### config.mk
export PLATFORM = sky130hd
export DESIGN_NAME = wdt_service_ctrl_flat
export DESIGN_NICKNAME = d
export VERILOG_FILES = /design/src/rtl/wdt_service_ctrl_if.sv /design/src/rtl/wdt_service_ctrl.sv /design/src/flat_wrapper.sv
export SDC_FILE = /design/constraint.sdc
export NUM_CORES = 1
export LEC_CHECK = 0
export BUFFER_PORTS_ARGS = -buffer_cell sky130_fd_sc_hd__buf_2
export CORE_UTILIZATION = 52
export CTS_CLUSTER_SIZE = 10
export DETAILED_ROUTE_END_ITERATION = 12
export GPL_TIMING_DRIVEN = 0
export PLACE_DENSITY = 0.77
export RECOVER_POWER = 25
export SETUP_SLACK_MARGIN = 0.15
export SLEW_MARGIN = 20
export SYNTH_ARGS = -nofsm -noshare
export SYNTH_HDL_FRONTEND = slang
export SYNTH_SLANG_ARGS = --single-unit
### constraint.sdc
create_clock -name clk_sys -period 2.75 [get_ports clk_sys]
set_clock_uncertainty 0.05 [all_clocks]
set_input_delay 0.1375 -clock clk_sys [delete_from_list [all_inputs] [get_ports clk_sys]]
set_output_delay 0.1375 -clock clk_sys [all_outputs]
set_load 0.02 [all_outputs]
### src/rtl/wdt_service_ctrl_if.sv
// Register bus and watchdog outputs of the watchdog service front-end.
// The firmware side (or a bench) uses master; the controller uses slave.
interface wdt_service_ctrl_if;
  logic        reg_wr;
  logic        reg_rd;
  logic [1:0]  reg_addr;
  logic [31:0] reg_wdata;
  logic [31:0] reg_rdata;
  logic        wdt_kick;
  logic        wdt_irq;

  modport master (
    output reg_wr, reg_rd, reg_addr, reg_wdata,
    input  reg_rdata, wdt_kick, wdt_irq
  );

  modport slave (
    input  reg_wr, reg_rd, reg_addr, reg_wdata,
    output reg_rdata, wdt_kick, wdt_irq
  );
endinterface

### src/rtl/wdt_service_ctrl.sv
// Watchdog service front-end: auto-kicks the clock/reset manager until
// firmware enables the watchdog, then kicks only on a correct two-write key
// sequence inside the service window. Any fault stops kicking for good, so
// the manager's own watchdog resets the system.
//
// state    | meaning
// DISABLED | watchdog off, periodic auto-kick every AUTO_KICK_CYCLES
// IDLE     | enabled, waiting for the arm key 0x5555
// ARMED    | arm key seen, waiting for the service key 0xAAAA
// FAULT    | terminal; no kicks, count frozen, only warn W1C honoured
module wdt_service_ctrl #(
  parameter int CNT_W            = 32,
  parameter int TIMEOUT_CYCLES   = 1000000,
  parameter int WARN_CYCLES      = 100000,
  parameter int WINDOW_MIN       = 250000,
  parameter int AUTO_KICK_CYCLES = 50000
) (
  input  logic                 clk_sys,
  input  logic                 rst_sys_n,
  wdt_service_ctrl_if.slave    bus
);

  typedef enum logic [1:0] {
    ST_DISABLED = 2'd0,
    ST_IDLE     = 2'd1,
    ST_ARMED    = 2'd2,
    ST_FAULT    = 2'd3
  } state_t;

  localparam logic [CNT_W-1:0] AUTO_LAST   = CNT_W'(AUTO_KICK_CYCLES - 1);
  localparam logic [CNT_W-1:0] TIMEOUT_AT  = CNT_W'(TIMEOUT_CYCLES);
  localparam logic [CNT_W-1:0] WARN_AT     = CNT_W'(TIMEOUT_CYCLES - WARN_CYCLES);
  localparam logic [CNT_W-1:0] WIN_MIN     = CNT_W'(WINDOW_MIN);
  localparam logic [CNT_W-1:0] CNT_MAX     = '1;
  localparam logic [31:0]      KEY_ARM     = 32'h0000_5555;
  localparam logic [31:0]      KEY_SERVICE = 32'h0000_AAAA;

  state_t           state;
  logic [CNT_W-1:0] count;
  logic             enable;
  logic             win_en;
  logic             irq_en;
  logic             warn_pend;
  logic             fault;
  logic             key_armed;
  logic             kick_q;
  logic [31:0]      rdata_q;

  logic wr_ctrl;
  logic wr_key;
  logic wr_status;

  assign wr_ctrl   = bus.reg_wr && (bus.reg_addr == 2'd0);
  assign wr_key    = bus.reg_wr && (bus.reg_addr == 2'd1);
  assign wr_status = bus.reg_wr && (bus.reg_addr == 2'd2);

  // Outputs: kick and read data are registered, the interrupt is a
  // combinational function of registered flags.
  assign bus.wdt_kick  = kick_q;
  assign bus.reg_rdata = rdata_q;
  assign bus.wdt_irq   = (warn_pend | fault) & irq_en;

  // Sequencer, elapsed counter, configuration and read-back register.
  always_ff @(posedge clk_sys or negedge rst_sys_n) begin
    if (!rst_sys_n) begin
      state     <= ST_DISABLED;
      count     <= '0;
      enable    <= 1'b0;
      win_en    <= 1'b0;
      irq_en    <= 1'b0;
      warn_pend <= 1'b0;
      fault     <= 1'b0;
      key_armed <= 1'b0;
      kick_q    <= 1'b0;
      rdata_q   <= '0;
    end else begin
      kick_q <= 1'b0;

      if (bus.reg_rd) begin
        case (bus.reg_addr)
          2'd0:    rdata_q <= {29'd0, irq_en, win_en, enable};
          2'd1:    rdata_q <= '0;
          2'd2:    rdata_q <= {24'd0, 2'b00, state, key_armed, fault, warn_pend, enable};
          default: rdata_q <= 32'(count);
        endcase
      end

      // W1C is honoured in every state; a warning raised on the same edge wins.
      if (wr_status && bus.reg_wdata[1]) warn_pend <= 1'b0;

      case (state)
        ST_DISABLED: begin
          if (count == AUTO_LAST) begin
            kick_q <= 1'b1;
            count  <= '0;
          end else begin
            count <= count + 1'b1;
          end
          if (wr_ctrl) begin
            win_en <= bus.reg_wdata[1];
            irq_en <= bus.reg_wdata[2];
            if (bus.reg_wdata[0]) begin
              enable <= 1'b1;
              state  <= ST_IDLE;
              count  <= '0;
            end
          end
        end

        ST_IDLE, ST_ARMED: begin
          // Timeout takes priority over any key write on the same edge.
          if (count == TIMEOUT_AT) begin
            state <= ST_FAULT;
            fault <= 1'b1;
          end else begin
            if (count != CNT_MAX) count <= count + 1'b1;
            if (count == WARN_AT) warn_pend <= 1'b1;
            if (wr_key) begin
              if (state == ST_IDLE && bus.reg_wdata == KEY_ARM) begin
                state     <= ST_ARMED;
                key_armed <= 1'b1;
              end else if (state == ST_ARMED && bus.reg_wdata == KEY_SERVICE &&
                           !(win_en && count < WIN_MIN)) begin
                kick_q    <= 1'b1;
                count     <= '0;
                warn_pend <= 1'b0;
                key_armed <= 1'b0;
                state     <= ST_IDLE;
              end else begin
                // Wrong key or early service: freeze the count where it stood.
                state <= ST_FAULT;
                fault <= 1'b1;
                count <= count;
              end
            end
          end
        end

        default: begin
        end
      endcase
    end
  end

endmodule

### src/flat_wrapper.sv
// flat-port wrapper written by rule: the top's interface ports become plain ports
module wdt_service_ctrl_flat 
#(
  parameter int CNT_W            = 32,
  parameter int TIMEOUT_CYCLES   = 1000000,
  parameter int WARN_CYCLES      = 100000,
  parameter int WINDOW_MIN       = 250000,
  parameter int AUTO_KICK_CYCLES = 50000
)
  (clk_sys, rst_sys_n, bus_reg_wr, bus_reg_rd, bus_reg_addr, bus_reg_wdata, bus_reg_rdata, bus_wdt_kick, bus_wdt_irq);
  wdt_service_ctrl_if bus_i ();
  input  logic clk_sys;
  input  logic rst_sys_n;
  input wire logic [$bits(bus_i.reg_wr)-1:0] bus_reg_wr;
  input wire logic [$bits(bus_i.reg_rd)-1:0] bus_reg_rd;
  input wire logic [$bits(bus_i.reg_addr)-1:0] bus_reg_addr;
  input wire logic [$bits(bus_i.reg_wdata)-1:0] bus_reg_wdata;
  output wire logic [$bits(bus_i.reg_rdata)-1:0] bus_reg_rdata;
  output wire logic [$bits(bus_i.wdt_kick)-1:0] bus_wdt_kick;
  output wire logic [$bits(bus_i.wdt_irq)-1:0] bus_wdt_irq;
  assign bus_i.reg_wr = bus_reg_wr;
  assign bus_i.reg_rd = bus_reg_rd;
  assign bus_i.reg_addr = bus_reg_addr;
  assign bus_i.reg_wdata = bus_reg_wdata;
  assign bus_reg_rdata = bus_i.reg_rdata;
  assign bus_wdt_kick = bus_i.wdt_kick;
  assign bus_wdt_irq = bus_i.wdt_irq;
  wdt_service_ctrl #(.CNT_W(CNT_W), .TIMEOUT_CYCLES(TIMEOUT_CYCLES), .WARN_CYCLES(WARN_CYCLES), .WINDOW_MIN(WINDOW_MIN), .AUTO_KICK_CYCLES(AUTO_KICK_CYCLES)) u_core (.clk_sys(clk_sys), .rst_sys_n(rst_sys_n), .bus(bus_i));
endmodule
==> results of run 1 <==
==> kinds of logic (layout without fill, tap and decap cells) <==
group,Yosys count,count (layout),synth area share [%]
buffers and inverters,86,197,8.65
AND/OR/NAND/NOR,187,187,23.2
flip-flops,73,73,41.0
AO/OA/AOI/OAI,146,146,24.1
adder cells (fa/ha/maj),6,6,1.68
multiplexers,6,6,1.38
==> worst paths after layout <==
| path | endpoint |
|---|---|
| worst max-delay path | u_core.count[31]$_DFFE_PN0P_ |
| worst min-delay path | u_core.win_en$_DFFE_PN0P_ |
| worst max register to register | u_core.count[31]$_DFFE_PN0P_ |
| worst min register to register | u_core.enable$_DFFE_PN0P_ |
| max in group asynchronous | u_core.count[14]$_DFFE_PN0P_ |
| min in group asynchronous | u_core.bus.reg_rdata[3]$_DFFE_PN0P_ |
==> area by class of cell <==
class,count,area (um2),area share [%]
Buffer,43,305,5.33
Clock buffer,10,128,2.23
Clock inverter,6,92.6,1.62
Inverter,43,161,2.82
Multi-Input combinational cell,345,2420,42.2
Sequential cell,73,1830,31.9
Tap cell,105,131,2.29
Timing Repair Buffer,95,662,11.6
==> synth_stat cells (2+ instances only) <==
library cell  instances  area (um2)
o21ai_0              33         165
o41ai_1               3        26.3
nand4b_1              2        17.5
nand2_1              57         214
a211o_1              15         131
or2_2                 4        25.0
o22a_1                6        52.6
a21oi_1               7        35.0
clkbuf_1             22        82.6
nor4_1               14        87.6
o31a_1                4        35.0
buf_6                 6        67.6
o22ai_1               5        31.3
a22o_1               15         131
o21ai_1               4        20.0
or4_4                 2        22.5
nand2b_1              3        18.8
nand4_1              18         113
inv_1                43         161
nor3_1               11        55.1
and4_1                6        52.6
a2bb2oi_1             3        26.3
mux2i_1               5        50.1
nor4bb_1              6        60.1
a211oi_1              2        15.0
nor4b_1               2        17.5
nand3_1              13        65.1
and2_1                2        12.5
dfrtp_1              73        1830
ha_1                  6        75.1
buf_2                14        70.1
nand3b_1              4        30.0
o31ai_1              20         150
a41oi_1               5        43.8
o21a_1                2        15.0
a31oi_1              12        75.1
and3_1               12        75.1
nor2_1               20        75.1
==> through the flow <==
| stage | hold WS, ns | utilization (%) | total power [uW] |
|---|---|---|---|
| after floorplan | -0.208 | - | 2270 |
| after global placement | 0.357 | 59.8 | 2650 |
| after detailed placement | 0.0796 | 60.2 | 2720 |
| after CTS | 0.00670 | 67.0 | 4020 |
| after global routing | 0.0324 | 69.3 | 4500 |
| final | 0.0104 | 69.3 | 4340 |
==> metal layers <==
layer / vias up / wire length (um)
met3: 80 / 1430
met4: 0 / 634
met5: - / 0
met2: 322 / 6700
li1: 2092 / -
met1: 2208 / 5950
==> flip-flops by register name, summed over array words and instances (netlist names) <==
signal	count
u_core.bus.reg_rdata	32
u_core.bus.wdt_kick	1
u_core.count	32
u_core.enable	1
u_core.fault	1
u_core.irq_en	1
u_core.key_armed	1
u_core.state	2
u_core.warn_pend	1
u_core.win_en	1
==> power by group <==
group	internal, uW	total [uW]	switching, uW	leakage (uW)
registers	1150	1230	79.5	0.000989
clock network	514	951	437	0.000103
logic	902	2160	1260	0.00146
total	2570	4340	1780	0.00255
==> worst min-delay path, delay by kind of cell <==
family	cells	cell delay [ns]
compound gates	1	0.07
buf+inv	1	0.13
simple gates	1	0.05
==> what timing repair did <==
| item | in CTS | in global routing |
|---|---|---|
| hold buffers | 1 | 0 |
| pin swaps | 9 | 19 |
| endpoints found under the setup margin | 34 | 34 |
| resized for setup | 46 | 35 |
| buffers inserted | 10 | 4 |
| gates cloned | 6 | 2 |
| endpoints found under the hold margin | 36 | 0 |
==> flow_metrics.env, run 1 <==
export IMPL_dieHeight_um=94.6
export IMPL_netlist_cell_type_count=61
export IMPL_ir_drop_v=0.000362
export IMPL_io_pins=72
export IMPL_synth_fp_nets=548
export IMPL_yosysSeqAreaShare_pct=41.0
export IMPL_gp_congestion=0.970
export IMPL_final_common_cell="buf_2"
export IMPL_placed_cells=681
export IMPL_crit_cells=11
export IMPL_cts_clk_slew_worst_paths_ns=0.08
export IMPL_antenna_diode_count=0
export IMPL_rsz0062_at_grt="true"
export IMPL_fillers=640
export IMPL_first_pass_iters=7
export IMPL_status="finished, violations left"
export IMPL_drt_wl_total_um=14700
export IMPL_fin_area_um2=5730
export IMPL_fp_coreArea_um2=8260
export IMPL_relSlewSlack_pct=-32.6
export IMPL_hpwlAfterDp_um=9400
export IMPL_cp_arrival_ns=3.44
export IMPL_cts_buffer_depth=2
export IMPL_cp_end_kind="flop"
export IMPL_portBuffers=70
export IMPL_ys_flop_type="dfrtp_1"
export IMPL_r2r_slack_ns=-0.44
export IMPL_via_per_inst=6.53
export IMPL_cp_num_buf_inv=4
export IMPL_fin_crit_ns=3.19
export IMPL_crit_chain="buf_4 > inv_1 > ha_1 > nor3b_1 > and4_1 > nand3_2 > a32oi_4 > buf_12 > or2_4 > buf_6 > o22a_1"
export IMPL_tightest_slew_ns=1.99
export IMPL_route_detailed_drc=0
export IMPL_grt_pass1_wl_um=22600
export IMPL_critPathSlowestCell="nor3b_1"
export IMPL_netlist_area_um2=4460
export IMPL_crit_family="simple AND/OR/NAND/NOR gates"
export IMPL_postSynth_asyncResetShare_pct=100
export IMPL_min_path_type="in -> reg"
export IMPL_cts_tree="done"
export IMPL_hold_start="bus_reg_wdata[1]"
export IMPL_leakagePower_uw=0.00255
export IMPL_max_cap_violations=1
export IMPL_dp_slack_ns=-0.414
export IMPL_grt_antenna_before_repair=0
export IMPL_syn_area_per_cell_um2=8.84
export IMPL_die_w_um=94.6
export IMPL_grt_pass1_vias=4563
export IMPL_grt_busiest_layer="met2"
export IMPL_finalHoldViolCount=0
export IMPL_cp_startpoint="u_core.count[0]$_DFFE_PN0P_"
export IMPL_final_cells=720
export IMPL_cts_sinks=73
export IMPL_crit_path_max_incr_delay_ns=0.56
export IMPL_path_max_fanout=6
export IMPL_period_share_pct=116
export IMPL_syn_inst=504
export IMPL_path_class="reg -> reg"
export IMPL_setup_slack_ns=-0.440
export IMPL_initial_core_util_pct=54.0
export IMPL_setup_viol=33
export IMPL_drive_gt1_share_pct=28.3
export IMPL_worstReg2RegStart="u_core.count[0]$_DFFE_PN0P_"
export IMPL_placed_area_um2=4970
export IMPL_grt_use_total_pct=33.0
export IMPL_syn2layout_area_growth_pct=28.5
export IMPL_synth_seq_cells=73
export IMPL_first_iter_violations=596
export IMPL_cts_buffers=9
export IMPL_report_final_slew_viol_count=37
export IMPL_synth_edf_count=0
export IMPL_wl_per_cell_um=20.4
export IMPL_grt_util_met1_pct=42.8
export IMPL_clk_latency_ns=0.37
export IMPL_final_cell_mix="buf_2, dfrtp_1, nand2_1"
export IMPL_reg2regPathDepth=11
export IMPL_use_met3_pct=6.92
export IMPL_hold_depth=3
export IMPL_grt_max_degree=38
export IMPL_cp_required_ns=3.00
export IMPL_ant_nets=0
export IMPL_overflow=0
export IMPL_vias=4702
export IMPL_synth_warnings=0
export IMPL_htree_levels=3
export IMPL_power_density_nw_per_um2=758
export IMPL_violations="max-capacitance violations, max-slew violations, negative setup slack"
export IMPL_nNetsFinal=654
export IMPL_use_met2_pct=51.4
export IMPL_die_area_um2=8940
export IMPL_rows=33
export IMPL_root_buffer="clkbuf_8"
export IMPL_fmax_mhz=313
export IMPL_setup_tns_final_ns=-12.66
export IMPL_critPathLaunchType="flop"
(Power assumes the default switching activity.)
==> run 2: changes to the inputs <==
--- a/config.mk
+++ b/config.mk
@@ -6,6 +6,7 @@
 export NUM_CORES = 1
 export LEC_CHECK = 0
 export BUFFER_PORTS_ARGS = -buffer_cell sky130_fd_sc_hd__buf_2
+export CORE_ASPECT_RATIO = 0.9
 export CORE_UTILIZATION = 52
 export CTS_CLUSTER_SIZE = 10
 export DETAILED_ROUTE_END_ITERATION = 12
==> flow_metrics.env, run 2 (same netlist as run 1, synthesis figures left out) <==
export IMPL_overflow=0
export IMPL_grt_use_total_pct=33.5
export IMPL_hpwlAfterDp_um=9700
export IMPL_clk_latency_ns=0.37
export IMPL_grt_antenna_before_repair=0
export IMPL_via_per_inst=6.57
export IMPL_syn2layout_area_growth_pct=30.2
export IMPL_status="finished, violations left"
export IMPL_cp_required_ns=3.00
export IMPL_grt_pass1_vias=4430
export IMPL_switching_share_pct=41.3
export IMPL_final_util_pct=70.9
export IMPL_use_met3_pct=8.94
export IMPL_cts_tree="done"
export IMPL_first_pass_iters=5
export IMPL_first_iter_violations=688
export IMPL_crit_chain="ha_2 > and4_1 > buf_2 > and3_1 > clkbuf_4 > nand4_1 > or4_1 > clkbuf_2 > buf_4 > a41oi_1 > o22a_1"
export IMPL_cts_buffer_depth=2
export IMPL_power_density_nw_per_um2=754
export IMPL_die_area_um2=8940
export IMPL_report_final_slew_viol_count=39
export IMPL_grt_util_met1_pct=45.8
export IMPL_crit_family="simple AND/OR/NAND/NOR gates"
export IMPL_leakagePower_uw=0.00258
export IMPL_ir_drop_v=0.000412
export IMPL_ant_nets=0
export IMPL_drive_gt1_share_pct=30.2
export IMPL_p_int_uw=2570
export IMPL_fp_coreArea_um2=8180
export IMPL_initial_core_util_pct=54.4
export IMPL_rsz0062_at_grt="true"
export IMPL_p_sw_uw=1810
export IMPL_io_pins=72
export IMPL_dieHeight_um=89.8
export IMPL_finalHoldViolCount=0
export IMPL_cts_clk_slew_worst_paths_ns=0.09
export IMPL_min_path_type="in -> reg"
export IMPL_gp_congestion=0.901
export IMPL_violations="max-capacitance violations, max-slew violations, negative setup slack"
export IMPL_max_cap_violations=1
export IMPL_fin_crit_ns=2.87
export IMPL_hold_ws_ns=0.00402
export IMPL_crit_path_max_incr_delay_ns=0.45
export IMPL_setup_slack_ns=-0.118
export IMPL_final_cell_mix="buf_2, dfrtp_1, nand2_1"
export IMPL_cp_startpoint="u_core.count[1]$_DFFE_PN0P_"
export IMPL_vias=4869
export IMPL_path_class="reg -> reg"
export IMPL_dp_slack_ns=-0.338
export IMPL_cp_arrival_ns=3.12
export IMPL_critPathSlowestCell="or4_1"
export IMPL_period_share_pct=104
export IMPL_root_buffer="clkbuf_8"
export IMPL_r2r_slack_ns=-0.12
export IMPL_setup_viol=30
export IMPL_route_detailed_drc=0
export IMPL_comb_power_share_pct=52.0
export IMPL_tightest_slew_ns=2.07
export IMPL_antenna_diode_count=0
export IMPL_die_w_um=99.6
export IMPL_cp_num_buf_inv=4
export IMPL_final_common_cell="buf_2"
export IMPL_seq_power_share_pct=28.3
export IMPL_drt_wl_total_um=15300
export IMPL_path_max_fanout=10
export IMPL_hold_start="bus_reg_wdata[2]"
export IMPL_portBuffers=70
export IMPL_nNetsFinal=665
export IMPL_cp_end_kind="flop"
export IMPL_grt_busiest_layer="met2"
export IMPL_relSlewSlack_pct=-38.3
export IMPL_clock_power_share_pct=19.7
export IMPL_worstReg2RegStart="u_core.count[1]$_DFFE_PN0P_"
export IMPL_critPathLaunchType="flop"
export IMPL_cts_sinks=73
export IMPL_rows=31
export IMPL_grt_pass1_wl_um=23100
export IMPL_htree_levels=3
export IMPL_use_met2_pct=51.3
export IMPL_wl_per_cell_um=20.6
export IMPL_fmax_mhz=349
export IMPL_cts_buffers=9
export IMPL_grt_max_degree=40
run 2: cell types whose count changed in the layout (fill, tap and decap cells not counted), moves of 2 or more:
cell	before	now
buf_4	11	21
nor3_1	10	6
buf_8	5	8
clkinv_2	0	3
nor3_2	0	3
clkinv_4	2	0
nor2_2	1	3
o31ai_1	18	20
run 2: cell type report:
type | count | area, um2
inverters | 43 | 165
repair buffers | 106 | 754
flip-flops and latches | 73 | 1830
fillers | 628 | 2380
clock inverters | 7 | 68.8
clock buffers | 9 | 124
multi-input cells | 345 | 2420
plain buffers | 43 | 300
well taps | 115 | 144
run 2: routing by layer:
layer	wire length, um	up-vias
met1	5980	2291
met5	0	-
li1	-	2116
met4	589	0
met3	1670	83
met2	7020	379
run 2: power groups by stage:
| stage | logic (uW) | registers, uW | clock network (uW) |
|---|---|---|---|
| after floorplan | 1030 | 1240 | 0 |
| after global placement | 1410 | 1260 | 0 |
| after detailed placement | 1460 | 1260 | 0 |
| after CTS | 1970 | 1230 | 859 |
| after global routing | 2360 | 1250 | 902 |
| final | 2280 | 1240 | 861 |
run 2: what timing repair did:
item / 4_1_cts / 5_1_grt
gates resized for setup: 55 / 30
hold endpoints to repair: 39 / 0
pin swaps: 19 / 10
hold buffers: 2 / 0
buffers inserted: 17 / 7
cloned: 7 / 1
endpoints found under the setup margin: 34 / 33
run 2: path summary, 6_finish.rpt:
| kind | to | cells after the start |
|---|---|---|
| setup / recovery | u_core.count[8]$_DFFE_PN0P_ | 11 |
| hold / removal | u_core.irq_en$_DFFE_PN0P_ | 2 |
| setup reg to reg | u_core.count[8]$_DFFE_PN0P_ | 11 |
| hold reg to reg | u_core.enable$_DFFE_PN0P_ | 1 |
| max in group asynchronous | u_core.count[13]$_DFFE_PN0P_ | 2 |
| min in group asynchronous | u_core.bus.reg_rdata[3]$_DFFE_PN0P_ | 2 |
run 2: metrics by stage:
step                cells  instance area, um2  setup TNS, ns  power (uW)
CTS                   733                5650          -1.92        4060
floorplan             504                4460              0        2270
global placement      689                4950          -9.28        2670
finish                741                5800          -1.69        4380
detailed placement    691                4990          -8.43        2720
global route          741                5800          -2.38        4510
==> run 3: changes to the inputs <==
--- a/config.mk
+++ b/config.mk
@@ -11,8 +11,10 @@
 export CTS_CLUSTER_SIZE = 10
 export DETAILED_ROUTE_END_ITERATION = 12
 export GPL_TIMING_DRIVEN = 0
+export MAX_ROUTING_LAYER = met4
 export PLACE_DENSITY = 0.77
 export RECOVER_POWER = 25
+export REMOVE_ABC_BUFFERS = 1
 export SETUP_SLACK_MARGIN = 0.15
 export SLEW_MARGIN = 20
 export SYNTH_ARGS = -nofsm -noshare
==> flow_metrics.env, run 3 (same netlist as run 1, synthesis figures left out) <==
export IMPL_r2r_slack_ns=-0.10
export IMPL_final_cell_mix="buf_2, dfrtp_1, nand2_1"
export IMPL_cts_buffer_depth=2
export IMPL_gp_congestion=0.963
export IMPL_grt_pass1_wl_um=23000
export IMPL_max_cap_violations=1
export IMPL_fmax_mhz=351
export IMPL_antenna_diode_count=0
export IMPL_die_w_um=99.6
export IMPL_grt_pass1_vias=4459
export IMPL_drt_wl_total_um=15000
export IMPL_nNetsFinal=637
export IMPL_cp_arrival_ns=3.05
export IMPL_fp_coreArea_um2=8180
export IMPL_hpwlAfterDp_um=8160
export IMPL_syn2layout_area_growth_pct=26.8
export IMPL_root_buffer="clkbuf_8"
export IMPL_cts_clk_slew_worst_paths_ns=0.09
export IMPL_leakagePower_uw=0.00244
export IMPL_rows=31
export IMPL_cts_tree="done"
export IMPL_hold_ws_ns=0.00918
export IMPL_first_pass_iters=8
export IMPL_cp_end_kind="flop"
export IMPL_ant_nets=0
export IMPL_power_density_nw_per_um2=753
export IMPL_status="finished, violations left"
export IMPL_report_final_slew_viol_count=37
export IMPL_htree_levels=3
export IMPL_grt_use_total_pct=33.8
export IMPL_portBuffers=71
export IMPL_period_share_pct=104
export IMPL_finalHoldViolCount=0
export IMPL_overflow=0
export IMPL_first_iter_violations=740
export IMPL_placed_area_um2=4770
export IMPL_cts_buffers=9
export IMPL_final_common_cell="buf_2"
export IMPL_grt_max_degree=38
export IMPL_clk_latency_ns=0.37
export IMPL_tightest_slew_ns=2.02
export IMPL_wl_per_cell_um=21.0
export IMPL_setup_slack_ns=-0.102
export IMPL_cp_required_ns=2.95
export IMPL_fin_crit_ns=2.85
export IMPL_die_area_um2=8940
export IMPL_vias=4780
export IMPL_initial_core_util_pct=54.4
export IMPL_path_max_fanout=11
export IMPL_final_cells=713
export IMPL_min_path_type="in -> reg"
export IMPL_cts_sinks=73
export IMPL_dieHeight_um=89.8
export IMPL_placed_cells=649
export IMPL_violations="max-capacitance violations, max-slew violations, negative setup slack"
export IMPL_grt_antenna_before_repair=0
export IMPL_drive_gt1_share_pct=30.4
export IMPL_relSlewSlack_pct=-34.5
export IMPL_setup_tns_final_ns=-1.34
export IMPL_ir_drop_v=0.000409
export IMPL_via_per_inst=6.70
export IMPL_io_pins=72
export IMPL_rsz0062_at_grt="true"
export IMPL_path_class="reg -> reg"
export IMPL_fin_area_um2=5650
export IMPL_critPathLaunchType="flop"
export IMPL_route_detailed_drc=0
export IMPL_setup_viol=30
## run 3: changes by cell type in the layout (fill, tap and decap cells not counted), sizes merged, moves of 2 or more
cell      change
clkinvlp      -2
clkbuf       -19
bufinv        +2
o21ai         +2
buf          -14
or4           +2
## run 3: worst paths after layout
path,startpoint,endpoint,cells after the start
max,u_core.count[0]$_DFFE_PN0P_,u_core.count[31]$_DFFE_PN0P_,10
min,bus_reg_wdata[1],u_core.win_en$_DFFE_PN0P_,3
max reg2reg,u_core.count[0]$_DFFE_PN0P_,u_core.count[31]$_DFFE_PN0P_,10
min reg2reg,u_core.enable$_DFFE_PN0P_,u_core.enable$_DFFE_PN0P_,1
max in group asynchronous,rst_sys_n,u_core.count[11]$_DFFE_PN0P_,2
min in group asynchronous,rst_sys_n,u_core.bus.reg_rdata[6]$_DFFE_PN0P_,2
## run 3: metrics by stage
stage / setup WS (ns) / power (uW) / utilization (%)
after floorplan: -0.253 / 2140 / -
after global placement: -1.03 / 2510 / 57.8
after detailed placement: -1.07 / 2560 / 58.3
after CTS: 0.0628 / 4000 / 66.8
after global routing: -0.194 / 4380 / 69.0
final: -0.102 / 4250 / 69.0
## run 3: worst max-delay path, stage by stage, from the launching register on
cell and delay (ns):
dfrtp_2 0.46, buf_4 0.17, inv_1 0.05, ha_1 0.13, nor3b_1 0.41, and4_4 0.36, nand4_1 0.20, a32oi_4 0.37
buf_6 0.23, nor3_1 0.08, o22a_1 0.23
## run 3: power by group
part	switching (uW)	leakage, uW	total, uW	internal, uW
logic	1200	0.00134	1950	748
registers	95.8	0.000976	1240	1150
clock network	450	0.000118	1050	604
total	1750	0.00244	4250	2500
## run 3: layout make-up
class / instances / area (um2)
Inverter: 43 / 165
Clock inverter: 5 / 104
Timing Repair Buffer: 113 / 728
Sequential cell: 73 / 1840
Tap cell: 115 / 144
Fill cell: 595 / 2540
Multi-Input combinational cell: 353 / 2540
Clock buffer: 11 / 131
## run 3: repair_timing
item / 4_1_cts / 5_1_grt
resized for setup: 36 / 23
hold endpoints to repair: 36 / 0
cloned: 7 / 1
pin swaps: 18 / 18
buffers inserted: 30 / 9
hold buffers: 1 / 0
endpoints found under the setup margin: 33 / 33
## run 3: layer usage
layer  up-vias  global-route usage (%)  wire length, um
met5         -                       -                0
met4         0                    16.7              709
met3       101                    6.69             1730
met2       382                    49.2             6690
met1      2217                    45.1             5870
li1       2080                       -                -
